$ cat src/rtl/config_chain_pkg.sv
// Shared types and constants for the configuration scan-chain loader.
// Chain length is derived from the per-tile ALM and hyperflex selector bit counts.
package config_chain_pkg;

    typedef enum logic [1:0] {
        StIdle,
        StLoad,
        StRead,
        StFinish
    } state_e;

    localparam logic ModeLoad = 1'b0;
    localparam logic ModeRead = 1'b1;

    localparam int unsigned HF_CFG_BITS       = 5;
    localparam int unsigned ALM_CFG_BITS      = 15;
    localparam int unsigned TILES_PER_CHAIN   = 2;
    localparam int unsigned DEFAULT_CHAIN_LEN = TILES_PER_CHAIN * (ALM_CFG_BITS + HF_CFG_BITS);

    function automatic int unsigned ceil_div(input int unsigned num, input int unsigned den);
        return (num + den - 1) / den;
    endfunction

endpackage

$ cat src/rtl/config_chain_loader_if.sv
// Host and chain-side signal bundle of the configuration chain loader.
// slave is the loader's view; master is the host plus attached chain.
interface config_chain_loader_if #(
    parameter int unsigned WORD_W = 8
);
    logic              start;
    logic              mode;
    logic              abort;
    logic [WORD_W-1:0] wr_data;
    logic              wr_valid;
    logic              wr_ready;
    logic [WORD_W-1:0] rd_data;
    logic              rd_valid;
    logic              rd_ready;
    logic              config_in;
    logic              config_en;
    logic              config_out;
    logic              busy;
    logic              done;

    modport slave (
        input  start, mode, abort, wr_data, wr_valid, rd_ready, config_out,
        output wr_ready, rd_data, rd_valid, config_in, config_en, busy, done
    );

    modport master (
        output start, mode, abort, wr_data, wr_valid, rd_ready, config_out,
        input  wr_ready, rd_data, rd_valid, config_in, config_en, busy, done
    );
endinterface

$ cat src/rtl/config_word_deser.sv
// Readback deserialiser: packs chain bits LSB-first into a capture shifter and hands
// complete (or final, zero-padded) words to a one-entry holding register.
module config_word_deser #(
    parameter int unsigned WORD_W = 8
) (
    input  logic              clk_i,
    input  logic              rst_ni,
    input  logic              clear_i,
    input  logic              bit_valid_i,
    input  logic              bit_i,
    input  logic              last_i,
    input  logic              rd_ready_i,
    output logic [WORD_W-1:0] rd_data_o,
    output logic              rd_valid_o,
    output logic              stall_o
);

    localparam int unsigned CntW = $clog2(WORD_W);
    localparam logic [CntW-1:0] LastIdx = CntW'(WORD_W - 1);

    logic [WORD_W-1:0] cap_q, cap_d, hold_q, hold_d, cap_word;
    logic [CntW-1:0]   cnt_q, cnt_d;
    logic              full_q, full_d, hold_valid_q, hold_valid_d, hold_free;

    always_comb begin
        hold_free    = !hold_valid_q || rd_ready_i;
        cap_word     = cap_q | (WORD_W'(bit_i) << cnt_q);
        cap_d        = cap_q;
        cnt_d        = cnt_q;
        full_d       = full_q;
        hold_d       = hold_q;
        hold_valid_d = hold_valid_q && !rd_ready_i;

        if (clear_i) begin
            cap_d        = '0;
            cnt_d        = '0;
            full_d       = 1'b0;
            hold_d       = '0;
            hold_valid_d = 1'b0;
        end else if (full_q) begin
            // A completed word is parked until the holding register drains.
            if (hold_free) begin
                hold_d       = cap_q;
                hold_valid_d = 1'b1;
                cap_d        = '0;
                cnt_d        = '0;
                full_d       = 1'b0;
            end
        end else if (bit_valid_i) begin
            if (cnt_q == LastIdx || last_i) begin
                if (hold_free) begin
                    hold_d       = cap_word;
                    hold_valid_d = 1'b1;
                    cap_d        = '0;
                    cnt_d        = '0;
                end else begin
                    cap_d  = cap_word;
                    full_d = 1'b1;
                end
            end else begin
                cap_d = cap_word;
                cnt_d = cnt_q + 1'b1;
            end
        end
    end

    always_ff @(posedge clk_i or negedge rst_ni) begin
        if (!rst_ni) begin
            cap_q        <= '0;
            cnt_q        <= '0;
            full_q       <= 1'b0;
            hold_q       <= '0;
            hold_valid_q <= 1'b0;
        end else begin
            cap_q        <= cap_d;
            cnt_q        <= cnt_d;
            full_q       <= full_d;
            hold_q       <= hold_d;
            hold_valid_q <= hold_valid_d;
        end
    end

    assign rd_data_o  = hold_q;
    assign rd_valid_o = hold_valid_q;
    assign stall_o    = full_d;

endmodule

$ cat src/rtl/config_chain_loader.sv
// Host-side master for a fabric configuration scan chain: serial LOAD of host words
// and non-destructive READ with the chain tail recirculated into its head.
module config_chain_loader
    import config_chain_pkg::*;
#(
    parameter int unsigned CHAIN_LEN = DEFAULT_CHAIN_LEN,
    parameter int unsigned WORD_W    = 8
) (
    input  logic                  config_clk,
    input  logic                  config_rst_n,
    config_chain_loader_if.slave  bus
);

    localparam int unsigned N_WORDS   = ceil_div(CHAIN_LEN, WORD_W);
    localparam int unsigned LAST_BITS = CHAIN_LEN - (N_WORDS - 1) * WORD_W;
    localparam int unsigned BitCntW   = $clog2(CHAIN_LEN + 1);
    localparam int unsigned WordCntW  = $clog2(N_WORDS + 1);
    localparam int unsigned LeftW     = $clog2(WORD_W + 1);

    localparam logic [BitCntW-1:0]  FinalBit = BitCntW'(CHAIN_LEN - 1);
    localparam logic [WordCntW-1:0] LastWord = WordCntW'(N_WORDS - 1);
    localparam logic [WordCntW-1:0] NumWords = WordCntW'(N_WORDS);
    localparam logic [LeftW-1:0]    FullLeft = LeftW'(WORD_W - 1);
    localparam logic [LeftW-1:0]    LastLeft = LeftW'(LAST_BITS - 1);

    state_e              state_q, state_d;
    logic [BitCntW-1:0]  bit_cnt_q, bit_cnt_d;
    logic [WordCntW-1:0] word_cnt_q, word_cnt_d;
    logic [WORD_W-1:0]   in_shift_q, in_shift_d;
    logic [LeftW-1:0]    in_left_q, in_left_d;
    logic                config_in_q, config_in_d;
    logic                config_en_q, config_en_d;
    logic                busy, wr_ready, final_shift, deser_clear, deser_stall;

    always_comb begin
        busy        = (state_q == StLoad) || (state_q == StRead);
        wr_ready    = (state_q == StLoad) && (in_left_q == '0) && (word_cnt_q < NumWords);
        final_shift = config_en_q && (bit_cnt_q == FinalBit);
        deser_clear = (busy && bus.abort) || (state_q == StIdle && bus.start);

        state_d     = state_q;
        bit_cnt_d   = config_en_q ? bit_cnt_q + 1'b1 : bit_cnt_q;
        word_cnt_d  = word_cnt_q;
        in_shift_d  = in_shift_q;
        in_left_d   = in_left_q;
        config_in_d = 1'b0;
        config_en_d = 1'b0;

        unique case (state_q)
            StIdle: begin
                bit_cnt_d  = '0;
                word_cnt_d = '0;
                in_left_d  = '0;
                if (bus.start) begin
                    if (bus.mode == ModeRead) begin
                        state_d     = StRead;
                        config_in_d = bus.config_out;
                        config_en_d = 1'b1;
                    end else begin
                        state_d = StLoad;
                    end
                end
            end
            StLoad: begin
                if (final_shift) begin
                    state_d = StFinish;
                end else if (in_left_q != '0) begin
                    config_in_d = in_shift_q[0];
                    config_en_d = 1'b1;
                    in_shift_d  = in_shift_q >> 1;
                    in_left_d   = in_left_q - 1'b1;
                end else if (bus.wr_valid && wr_ready) begin
                    config_in_d = bus.wr_data[0];
                    config_en_d = 1'b1;
                    in_shift_d  = bus.wr_data >> 1;
                    in_left_d   = (word_cnt_q == LastWord) ? LastLeft : FullLeft;
                    word_cnt_d  = word_cnt_q + 1'b1;
                end
            end
            StRead: begin
                // config_in is a registered copy of the tail, so shifts are spaced by an idle
                // cycle to let it pick up the new tail bit; the chain then rotates exactly.
                config_in_d = bus.config_out;
                if (final_shift) begin
                    state_d     = StFinish;
                    config_in_d = 1'b0;
                end else begin
                    config_en_d = !config_en_q && !deser_stall;
                end
            end
            StFinish: state_d = StIdle;
            default:  state_d = StIdle;
        endcase

        if (busy && bus.abort) begin
            state_d     = StIdle;
            config_en_d = 1'b0;
            config_in_d = 1'b0;
            in_shift_d  = '0;
            in_left_d   = '0;
            word_cnt_d  = '0;
            bit_cnt_d   = '0;
        end
    end

    always_ff @(posedge config_clk or negedge config_rst_n) begin
        if (!config_rst_n) begin
            state_q     <= StIdle;
            bit_cnt_q   <= '0;
            word_cnt_q  <= '0;
            in_shift_q  <= '0;
            in_left_q   <= '0;
            config_in_q <= 1'b0;
            config_en_q <= 1'b0;
        end else begin
            state_q     <= state_d;
            bit_cnt_q   <= bit_cnt_d;
            word_cnt_q  <= word_cnt_d;
            in_shift_q  <= in_shift_d;
            in_left_q   <= in_left_d;
            config_in_q <= config_in_d;
            config_en_q <= config_en_d;
        end
    end

    config_word_deser #(
        .WORD_W (WORD_W)
    ) u_deser (
        .clk_i       (config_clk),
        .rst_ni      (config_rst_n),
        .clear_i     (deser_clear),
        .bit_valid_i (config_en_q && (state_q == StRead)),
        .bit_i       (bus.config_out),
        .last_i      (bit_cnt_q == FinalBit),
        .rd_ready_i  (bus.rd_ready),
        .rd_data_o   (bus.rd_data),
        .rd_valid_o  (bus.rd_valid),
        .stall_o     (deser_stall)
    );

    assign bus.config_in = config_in_q;
    assign bus.config_en = config_en_q;
    assign bus.wr_ready  = wr_ready;
    assign bus.busy      = busy;
    assign bus.done      = (state_q == StFinish);

endmodule
$ cat src/flat_wrapper.sv
// flat-port wrapper written by rule: the top's interface ports become plain ports
module config_chain_loader_flat import config_chain_pkg::*;
#(
    parameter int unsigned CHAIN_LEN = DEFAULT_CHAIN_LEN,
    parameter int unsigned WORD_W    = 8
)
  (config_clk, config_rst_n, bus_start, bus_mode, bus_abort, bus_wr_data, bus_wr_valid, bus_rd_ready, bus_config_out, bus_wr_ready, bus_rd_data, bus_rd_valid, bus_config_in, bus_config_en, bus_busy, bus_done);
  config_chain_loader_if #(.WORD_W(WORD_W)) bus_i ();
  input  logic config_clk;
  input  logic config_rst_n;
  input wire logic [$bits(bus_i.start)-1:0] bus_start;
  input wire logic [$bits(bus_i.mode)-1:0] bus_mode;
  input wire logic [$bits(bus_i.abort)-1:0] bus_abort;
  input wire logic [$bits(bus_i.wr_data)-1:0] bus_wr_data;
  input wire logic [$bits(bus_i.wr_valid)-1:0] bus_wr_valid;
  input wire logic [$bits(bus_i.rd_ready)-1:0] bus_rd_ready;
  input wire logic [$bits(bus_i.config_out)-1:0] bus_config_out;
  output wire logic [$bits(bus_i.wr_ready)-1:0] bus_wr_ready;
  output wire logic [$bits(bus_i.rd_data)-1:0] bus_rd_data;
  output wire logic [$bits(bus_i.rd_valid)-1:0] bus_rd_valid;
  output wire logic [$bits(bus_i.config_in)-1:0] bus_config_in;
  output wire logic [$bits(bus_i.config_en)-1:0] bus_config_en;
  output wire logic [$bits(bus_i.busy)-1:0] bus_busy;
  output wire logic [$bits(bus_i.done)-1:0] bus_done;
  assign bus_i.start = bus_start;
  assign bus_i.mode = bus_mode;
  assign bus_i.abort = bus_abort;
  assign bus_i.wr_data = bus_wr_data;
  assign bus_i.wr_valid = bus_wr_valid;
  assign bus_i.rd_ready = bus_rd_ready;
  assign bus_i.config_out = bus_config_out;
  assign bus_wr_ready = bus_i.wr_ready;
  assign bus_rd_data = bus_i.rd_data;
  assign bus_rd_valid = bus_i.rd_valid;
  assign bus_config_in = bus_i.config_in;
  assign bus_config_en = bus_i.config_en;
  assign bus_busy = bus_i.busy;
  assign bus_done = bus_i.done;
  config_chain_loader #(.CHAIN_LEN(CHAIN_LEN), .WORD_W(WORD_W)) u_core (.config_clk(config_clk), .config_rst_n(config_rst_n), .bus(bus_i));
endmodule
$ cat config.mk
export PLATFORM = sky130hd
export DESIGN_NAME = config_chain_loader_flat
export DESIGN_NICKNAME = d
export VERILOG_FILES = /design/src/rtl/config_chain_pkg.sv /design/src/rtl/config_chain_loader_if.sv /design/src/rtl/config_word_deser.sv /design/src/rtl/config_chain_loader.sv /design/src/flat_wrapper.sv
export SDC_FILE = /design/constraint.sdc
export NUM_CORES = 1
export LEC_CHECK = 0
export CAP_MARGIN = 25
export CORE_MARGIN = 2
export CORE_UTILIZATION = 45
export CTS_CLUSTER_SIZE = 40
export DETAILED_ROUTE_END_ITERATION = 8
export HOLD_SLACK_MARGIN = 0.1
export PLACE_DENSITY = 0.76
export SYNTH_ARGS = -nofsm -noshare
export SYNTH_HDL_FRONTEND = slang
export SYNTH_SLANG_ARGS = --single-unit
$ cat constraint.sdc
create_clock -name config_clk -period 5.6 [get_ports config_clk]
set_input_delay 1.12 -clock config_clk [delete_from_list [all_inputs] [get_ports config_clk]]
set_output_delay 1.12 -clock config_clk [all_outputs]
set_load 0.03 [all_outputs]
## After elaboration in Yosys (flattened, before gate mapping)

Index checks and enable logic that the tools add are counted.
W data, S select, Z words.

- Register bits: 46
- Output and inout port bits: 14

- Muxes and demuxes: 66
- Shifts and indexed selects: 1
- Eq/ne operators: 13
- Add/subtract/negate cells: 4
- Order comparisons: 1
- Bitwise gates (word level): 1
- Reductions and logical operators: 34

Operators by type and width:

| operator | count |
|---|---|
| $mux W8 | 17 |
| $mux W3 | 9 |
| $mux W1 | 24 |
| $mux W6 | 3 |
| $mux W4 | 4 |
| $reduce_bool A3 Y1 | 5 |
| $logic_and A1 B1 Y1 | 9 |
| $ne A3 B3 Y1 const B | 3 |
| $reduce_and A3 Y1 | 3 |
| $mux W2 | 4 |
| $or A8 B8 Y8 | 1 |
| $pmux W4 S2 | 1 |
| $shl A1 B3 Y8 | 1 |
| $add A3 B1 Y3 const B | 2 |
| $add A6 B1 Y6 const B | 1 |
| $eq A6 B6 Y1 const B | 1 |
| $ne A3 B1 Y1 const B | 2 |
| $pmux W1 S3 | 2 |
| $pmux W2 S3 | 1 |
| $pmux W3 S2 | 1 |
| $eq A2 B2 Y1 const B | 2 |
| $logic_not A1 Y1 | 4 |
| $logic_not A4 Y1 | 1 |
| $logic_or A1 B1 Y1 | 4 |
| other kinds (13) | 15 |

## Longest topological paths before layout

Gate-level depths: netlist of the first run.

- Depth after elaboration: 12
- Depth in mapped cells: 9

## Hierarchy

From an unflattened synthesis of the first run, not the netlist that was laid out.

- Cells, all modules: 249
- Area total of the unflattened synthesis: 2,615.0 µm²

Modules (own cells, without submodules):

| module | area each (µm²) | cells an instance | instances |
|---|---|---|---|
| config_chain_loader | 1,507.7 | 149 | 1 |
| config_word_deser | 1,107.3 | 100 | 1 |

## Least setup slack after synthesis of the first run

No wires, ideal clock.

- Path kind: flip-flop to output port
- From: register u_core.in_left_q[0]
- To: output port bus_wr_ready
- Data required time: 4,480 ps
- Path slack: 2,985 ps
- Cell stages (with the launch flop): 7
- Data arrival time: 1,495 ps
- Cells stage by stage: dfrtp_1 > inv_1 > ha_1 > nor2b_1 > nor2b_1 > clkbuf_1 > and3_1

- Cells in the longest elaborated chain, start to end: 3

Ends and longest elaborated chain:

| element | RTL line | RTL |
|---|---|---|
| start, declared | config_chain_loader.sv:30 | `logic [LeftW-1:0] in_left_q, in_left_d;` |
| start signal, assigned | config_chain_loader.sv:120 | `in_left_q <= in_left_d;` |
| $logic_not A4 Y1 | config_chain_loader.sv:37 | `wr_ready = (state_q == StLoad) && (in_left_q == '0) && (word_cnt_q < NumWords);` |
| $logic_and A1 B1 Y1 (2 in a row) | config_chain_loader.sv:37 |  |
| end, declared | flat_wrapper.sv:18 | `output wire logic [$bits(bus_i.wr_ready)-1:0] bus_wr_ready;` |

Every way passes these cells.

## Final worst setup path of the first run

Ends and elaborated chain as after synthesis.

==> results of run 1 <==
worst paths after layout:
check,endpoint,depth (start not counted)
hold / removal,u_core.u_deser.rd_data_o[1],2
max in group asynchronous,u_core.u_deser.rd_valid_o,2
setup / recovery,bus_wr_ready,6
hold reg to reg,u_core.u_deser.rd_data_o[1],2
min in group asynchronous,u_core.word_cnt_q[2],1
setup reg to reg,u_core.bus.config_en,7
critical path, stage by stage, from the launching register on:
cell and delay (ns):
dfrtp_1 0.42, inv_1 0.09, ha_1 0.14, nor2b_1 0.19, nor2b_1 0.55, and3_1 0.24
clkdlybuf4s50_1 0.66
cell usage in the layout, fill, tap and decap left out, types with 5 or more instances in the layout:
master           synthesis  final
dfrtp_1                 45     45
a311oi_1                10     10
ha_1                    11     11
clkdlybuf4s50_1          0     28
clkbuf_8                 0      5
a22oi_1                  6      6
a21oi_1                 17     17
nor2b_1                  5      5
o21ai_0                 11     11
nand2_1                 33     33
nand2b_1                 6      6
nor2_1                  30     30
inv_1                    7      7
nor3_1                   8      8
power by group:
group          total [W]  internal [W]  switching, W
clock           0.000207     0.0000887      0.000118
combinational   0.000626      0.000230      0.000397
sequential      0.000452      0.000392     0.0000597
state kept, by name, indices dropped and copies added, names as in the netlist:
register,cells
u_core.u_deser.full_q,1
u_core.in_left_q,4
u_core.word_cnt_q,3
u_core.u_deser.cap_q,8
u_core.in_shift_q,7
u_core.state_q,2
u_core.bus.config_en,1
u_core.u_deser.rd_data_o,8
u_core.u_deser.rd_valid_o,1
u_core.bus.config_in,1
u_core.u_deser.cnt_q,3
u_core.bit_cnt_q,6
metal layers:
metal  track usage, %  vias up  share of wire, %
li1                 -      965                 -
met1            25.55      933                47
met2            28.41       46                48
met3            3.555        7               3.6
met4            8.545        0               1.8
met5                0        -                 0
stage by stage:
stage	worst slack, ns	area [µm²]	util [%]	std cells	power, W
detailed placement	2.212	2695	52.77	341	0.001080
global route	1.725	2805	54.92	350	0.001383
finish	1.890	2805	54.92	350	0.001286
floorplan	2.985	2367	-	254	0.0009125
CTS	1.875	2785	54.53	349	0.001291
global placement	2.304	2695	52.77	341	0.001056
kinds of logic (layout without fill, tap and decap cells):
family / after synthesis / count (layout) / share of synthesized area, %
muxes: 5 / 5 / 2.273
adders and majority gates: 11 / 11 / 5.814
and+or+nand+nor: 98 / 98 / 18.92
DFF: 45 / 45 / 47.57
buffers and inverters: 20 / 46 / 3.330
AOI/OAI and AO/OA: 71 / 71 / 20.61
xor gates and xnor gates: 4 / 4 / 1.480
cell type report:
type / instances / area (µm²) / share of cell area [%]
clock buffer: 5 / 68.82 / 2.453
clock inverter: 3 / 21.27 / 0.7583
inverter: 7 / 26.28 / 0.9367
multi-input combinational: 189 / 1162 / 41.44
sequential: 45 / 1126 / 40.14
tap: 70 / 87.58 / 3.122
timing repair buffer: 31 / 312.8 / 11.15
==> qor.csv, run 1 <==
metric,value,unit
Critical Path RT,4.48,ns
Netlist cell types,42,
unrepaired setup endpoints after global routing,no,
Leakage,1.221,nW
vias in the first global route,1842,
Reg2Reg Setup Slack,2.98,ns
maxcap violations,0,
Die Wd,76.53,µm
first-pass GRT wire length,8680,µm
hold slack,0.4907,ns
Slew Limit Headroom,44.04,%
Post-CTS Resized,0,
# IOs,30,
Yosys reg bits,45,
Mapped Area,2367,µm²
"CTS clk-pin slew, worst paths",0.09,ns
DR WL/cell,14.60,µm
via count,1951,
Root Driver,clkbuf_8,
Clock Latency Late Sink,0.30,ns
largest net degree at the start of global routing,46,
Synth Instances,254,
initial antenna violation count,0,
# Post-CTS Setup Buffers,0,
TritonCTS clock tree,yes,
cell taking the most area after synthesis,dfrtp_1,
Final ANT Viol Nets,0,
Synth Warn #,0,
Longest Clk Path Bufs,2,
H-tree depth,2,
final antenna diode count,0,
die height,76.53,µm
DR vias/cell,5.574,
fmax,269.6,MHz
Max rail drop VDD,164.0,µV
fin crit period,3.710,ns
top-area cell type share of the netlist area,47.57,%
Initial DRT Pass Iterations,4,
DP HPWL,3678,µm
number of flops mapped to enable cells by yosys,0,
# setup viols final,0,
syn avg cell area,9.320,µm²
GRT Overall Usage,18.57,%
final hold violations,0,
DRC,0,
Critical Path End Type,output pin,
Setup crit start kind,flip-flop,
row count,26,
RR Startpoint,u_core.state_q[0],
sequential-to-total area share from yosys stat,47.57,%
dominant synthesized flop cell,dfrtp_1,
Layout Skew,0.009226,ns
Hold Startpoint,u_core.u_deser.rd_data_o[1],
worst slew pin tran,0.8393,ns
drt initial violations,135,
Initial Util,46.35,%
CTS Sinks,45,
Pwr Density,458.3,nW/µm²
Die ar.,5857,µm²
core area,5107,µm²
GP Congestion,0.7889,
Post-Route WL,5109,µm
hold_buf cts,0,
CP startpoint,u_core.in_left_q[0],
final net count,306,
outcome,completed,
Syn Nets,281,
area delta synth->final,18.50,%
Tcrit/Tclk final,66.24,%
WP data arrival,2.59,ns
WS Path Type,flip-flop to output pin,
share of cells above drive strength 1,6.071,%
# port buffers,29,
"Async S/R FF share, synth",100.0,%
final-report max-slew violation count,0,
cell with the most instances after synthesis,dfrtp_1,
CTS Buf Count,5,
worst-path fanout max,9,
top post-synthesis cells by count,"45 x dfrtp_1, 33 x nand2_1, 30 x nor2_1",
Filler cells,460,
grt ovf,0,
TNS Setup,0,ns
Tightest Hold Check Type,flip-flop to flip-flop,
"top cells by area, synth","dfrtp_1 48%, ha_1 5.8%, nand2_1 5.2%",
(Power assumes the default switching activity.)
==> run 2: changes to the inputs <==
- clock period: 5.6 -> 3.6 ns (I/O delays scaled with it)
==> qor.csv, run 2 (synthesis gave the netlist of run 1 again) <==
metric,value,unit
outcome,completed,
Critical path buffers and inverters,2,
Final ANT Viol Nets,0,
"CP delay by family, top",buffers and inverters,
global-route met1 utilization,25.85,%
Final Util,54.95,%
"CTS clk-pin slew, worst paths",0.09,ns
worst-path fanout max,4,
# port buffers,29,
Tcrit/Tclk final,80.58,%
final hold violations,0,
DRC,0,
Post-Route WL,5013,µm
Worst path slowest cell,clkdlybuf4s50_1,
GR Layer Usage met2,27.61,%
H-tree depth,2,
area delta synth->final,18.55,%
fin crit period,2.901,ns
TNS Setup,0,ns
Longest Clk Path Bufs,2,
"commonest non-fill, non-tap cell in the layout",dfrtp_1,
Layout Skew,0.01136,ns
DP HPWL,3567,µm
unrepaired setup endpoints after global routing,no,
die height,76.53,µm
maxcap violations,0,
placed instance count,342,
# IOs,30,
row count,26,
Critical Path RT,2.88,ns
M3 GR Usage,5.095,%
Root Driver,clkbuf_8,
Leakage,1.219,nW
RR Startpoint,u_core.state_q[0],
most frequent cells in the layout,"45 x dfrtp_1, 33 x nand2_1, 30 x nor2_1, 28 x clkdlybuf4s50_1, 17 x a21oi_1",
WS Path Type,flip-flop to output pin,
# setup viols final,0,
# Post-CTS Setup Buffers,0,
worst path cell trace,inv_1 > ha_1 > nor2b_1 > nor2b_1 > and3_1 > clkdlybuf4s50_1,
share of cells above drive strength 1,5.694,%
Pwr Density,708.0,nW/µm²
Max rail drop VDD,279.3,µV
gr busiest metal,met2,
Filler cells,463,
first-pass GRT wire length,8652,µm
worst setup margin,0.6991,ns
Initial Util,46.35,%
Slew Limit Headroom,44.98,%
GRT Overall Usage,18.66,%
CTS Sinks,45,
hold_buf cts,0,
Reg2Reg Setup Slack,1.10,ns
reg-to-reg endpoint,u_core.bus.config_en,
Die ar.,5857,µm²
vias in the first global route,1827,
via count,1938,
largest net degree at the start of global routing,46,
TritonCTS clock tree,yes,
pre-CTS setup slack,0.7898,ns
crit-path most repeated cell,nor2b_1,
Die Wd,76.53,µm
Setup crit start kind,flip-flop,
worst slew pin tran,0.8254,ns
grt ovf,0,
DR vias/cell,5.521,
Critical Path End Type,output pin,
GP Congestion,0.7793,
drt initial violations,106,
Post-CTS Resized,0,
final antenna diode count,0,
core area,5107,µm²
Critical Path Max Stage Delay,0.67,ns
Clock Latency Late Sink,0.30,ns
final-report max-slew violation count,0,
fmax,344.7,MHz
Initial DRT Pass Iterations,4,
WP data arrival,2.18,ns
final net count,307,
Reg2Reg Depth,7,
initial antenna violation count,0,
CTS Buf Count,5,
DR WL/cell,14.28,µm
Tightest Hold Check Type,primary input to asynchronous set/reset pin,
Final Non-Filler Cells,351,
-- run 2: worst reg2reg max path, stage by stage, from the launching register on --
cell	delay, ns
dfrtp_1	0.40
inv_1	0.09
ha_1	0.39
and2_1	0.35
a21oi_1	0.62
a311oi_1	0.19
a311oi_1	0.26
nor3_1	0.07
-- run 2: worst max path at each step --
| stage | startpoint | endpoint | slack, ns | cells past startpoint |
|---|---|---|---|---|
| final | u_core.in_left_q[0] | bus_wr_ready | 0.70 | 6 |
| after global routing | u_core.in_left_q[0] | bus_wr_ready | 0.55 | 6 |
| after CTS | u_core.in_left_q[0] | bus_wr_ready | 0.69 | 6 |
| after detailed placement | bus_abort | u_core.bus.config_en | 0.79 | 6 |
| after global placement | bus_abort | u_core.bus.config_en | 0.83 | 6 |
| after floorplan | u_core.state_q[0] | u_core.bus.config_en | 1.35 | 8 |
-- run 2: cell type report --
| type | instances | area [µm²] | area share (%) |
|---|---|---|---|
| clock buffer | 7 | 76.32 | 2.720 |
| sequential | 45 | 1126 | 40.12 |
| clock inverter | 1 | 7.507 | 0.2675 |
| multi-input combinational | 189 | 1162 | 41.42 |
| inverter | 7 | 26.28 | 0.9362 |
| timing repair buffer | 32 | 320.3 | 11.41 |
| tap | 70 | 87.58 | 3.121 |
-- run 2: through the flow --
stage               total power, W  hold slack [ns]  cell area, µm²
floorplan                 0.001419           0.4244            2367
global placement          0.001672           0.4674            2703
detailed placement        0.001686           0.4733            2703
CTS                       0.001994           0.4926            2786
global route              0.002155           0.3357            2806
finish                    0.001987           0.3249            2806
-- run 2: where the power goes --
group | internal [W] | leakage [nW] | total (W) | switching (W)
combinational | 0.000370 | 0.569 | 0.000983 | 0.000613
sequential | 0.000610 | 0.612 | 0.000701 | 0.0000910
clock | 0.000137 | 0.0385 | 0.000303 | 0.000166
-- run 2: routing by layer --
metal  wire length (µm)  up-vias  part of all wire (%)
met1               2418      923                    48
li1                   -      965                     -
met2               2339       43                    47
met3                162        7                   3.2
met5                  0        -                     0
met4                 93        0                   1.9
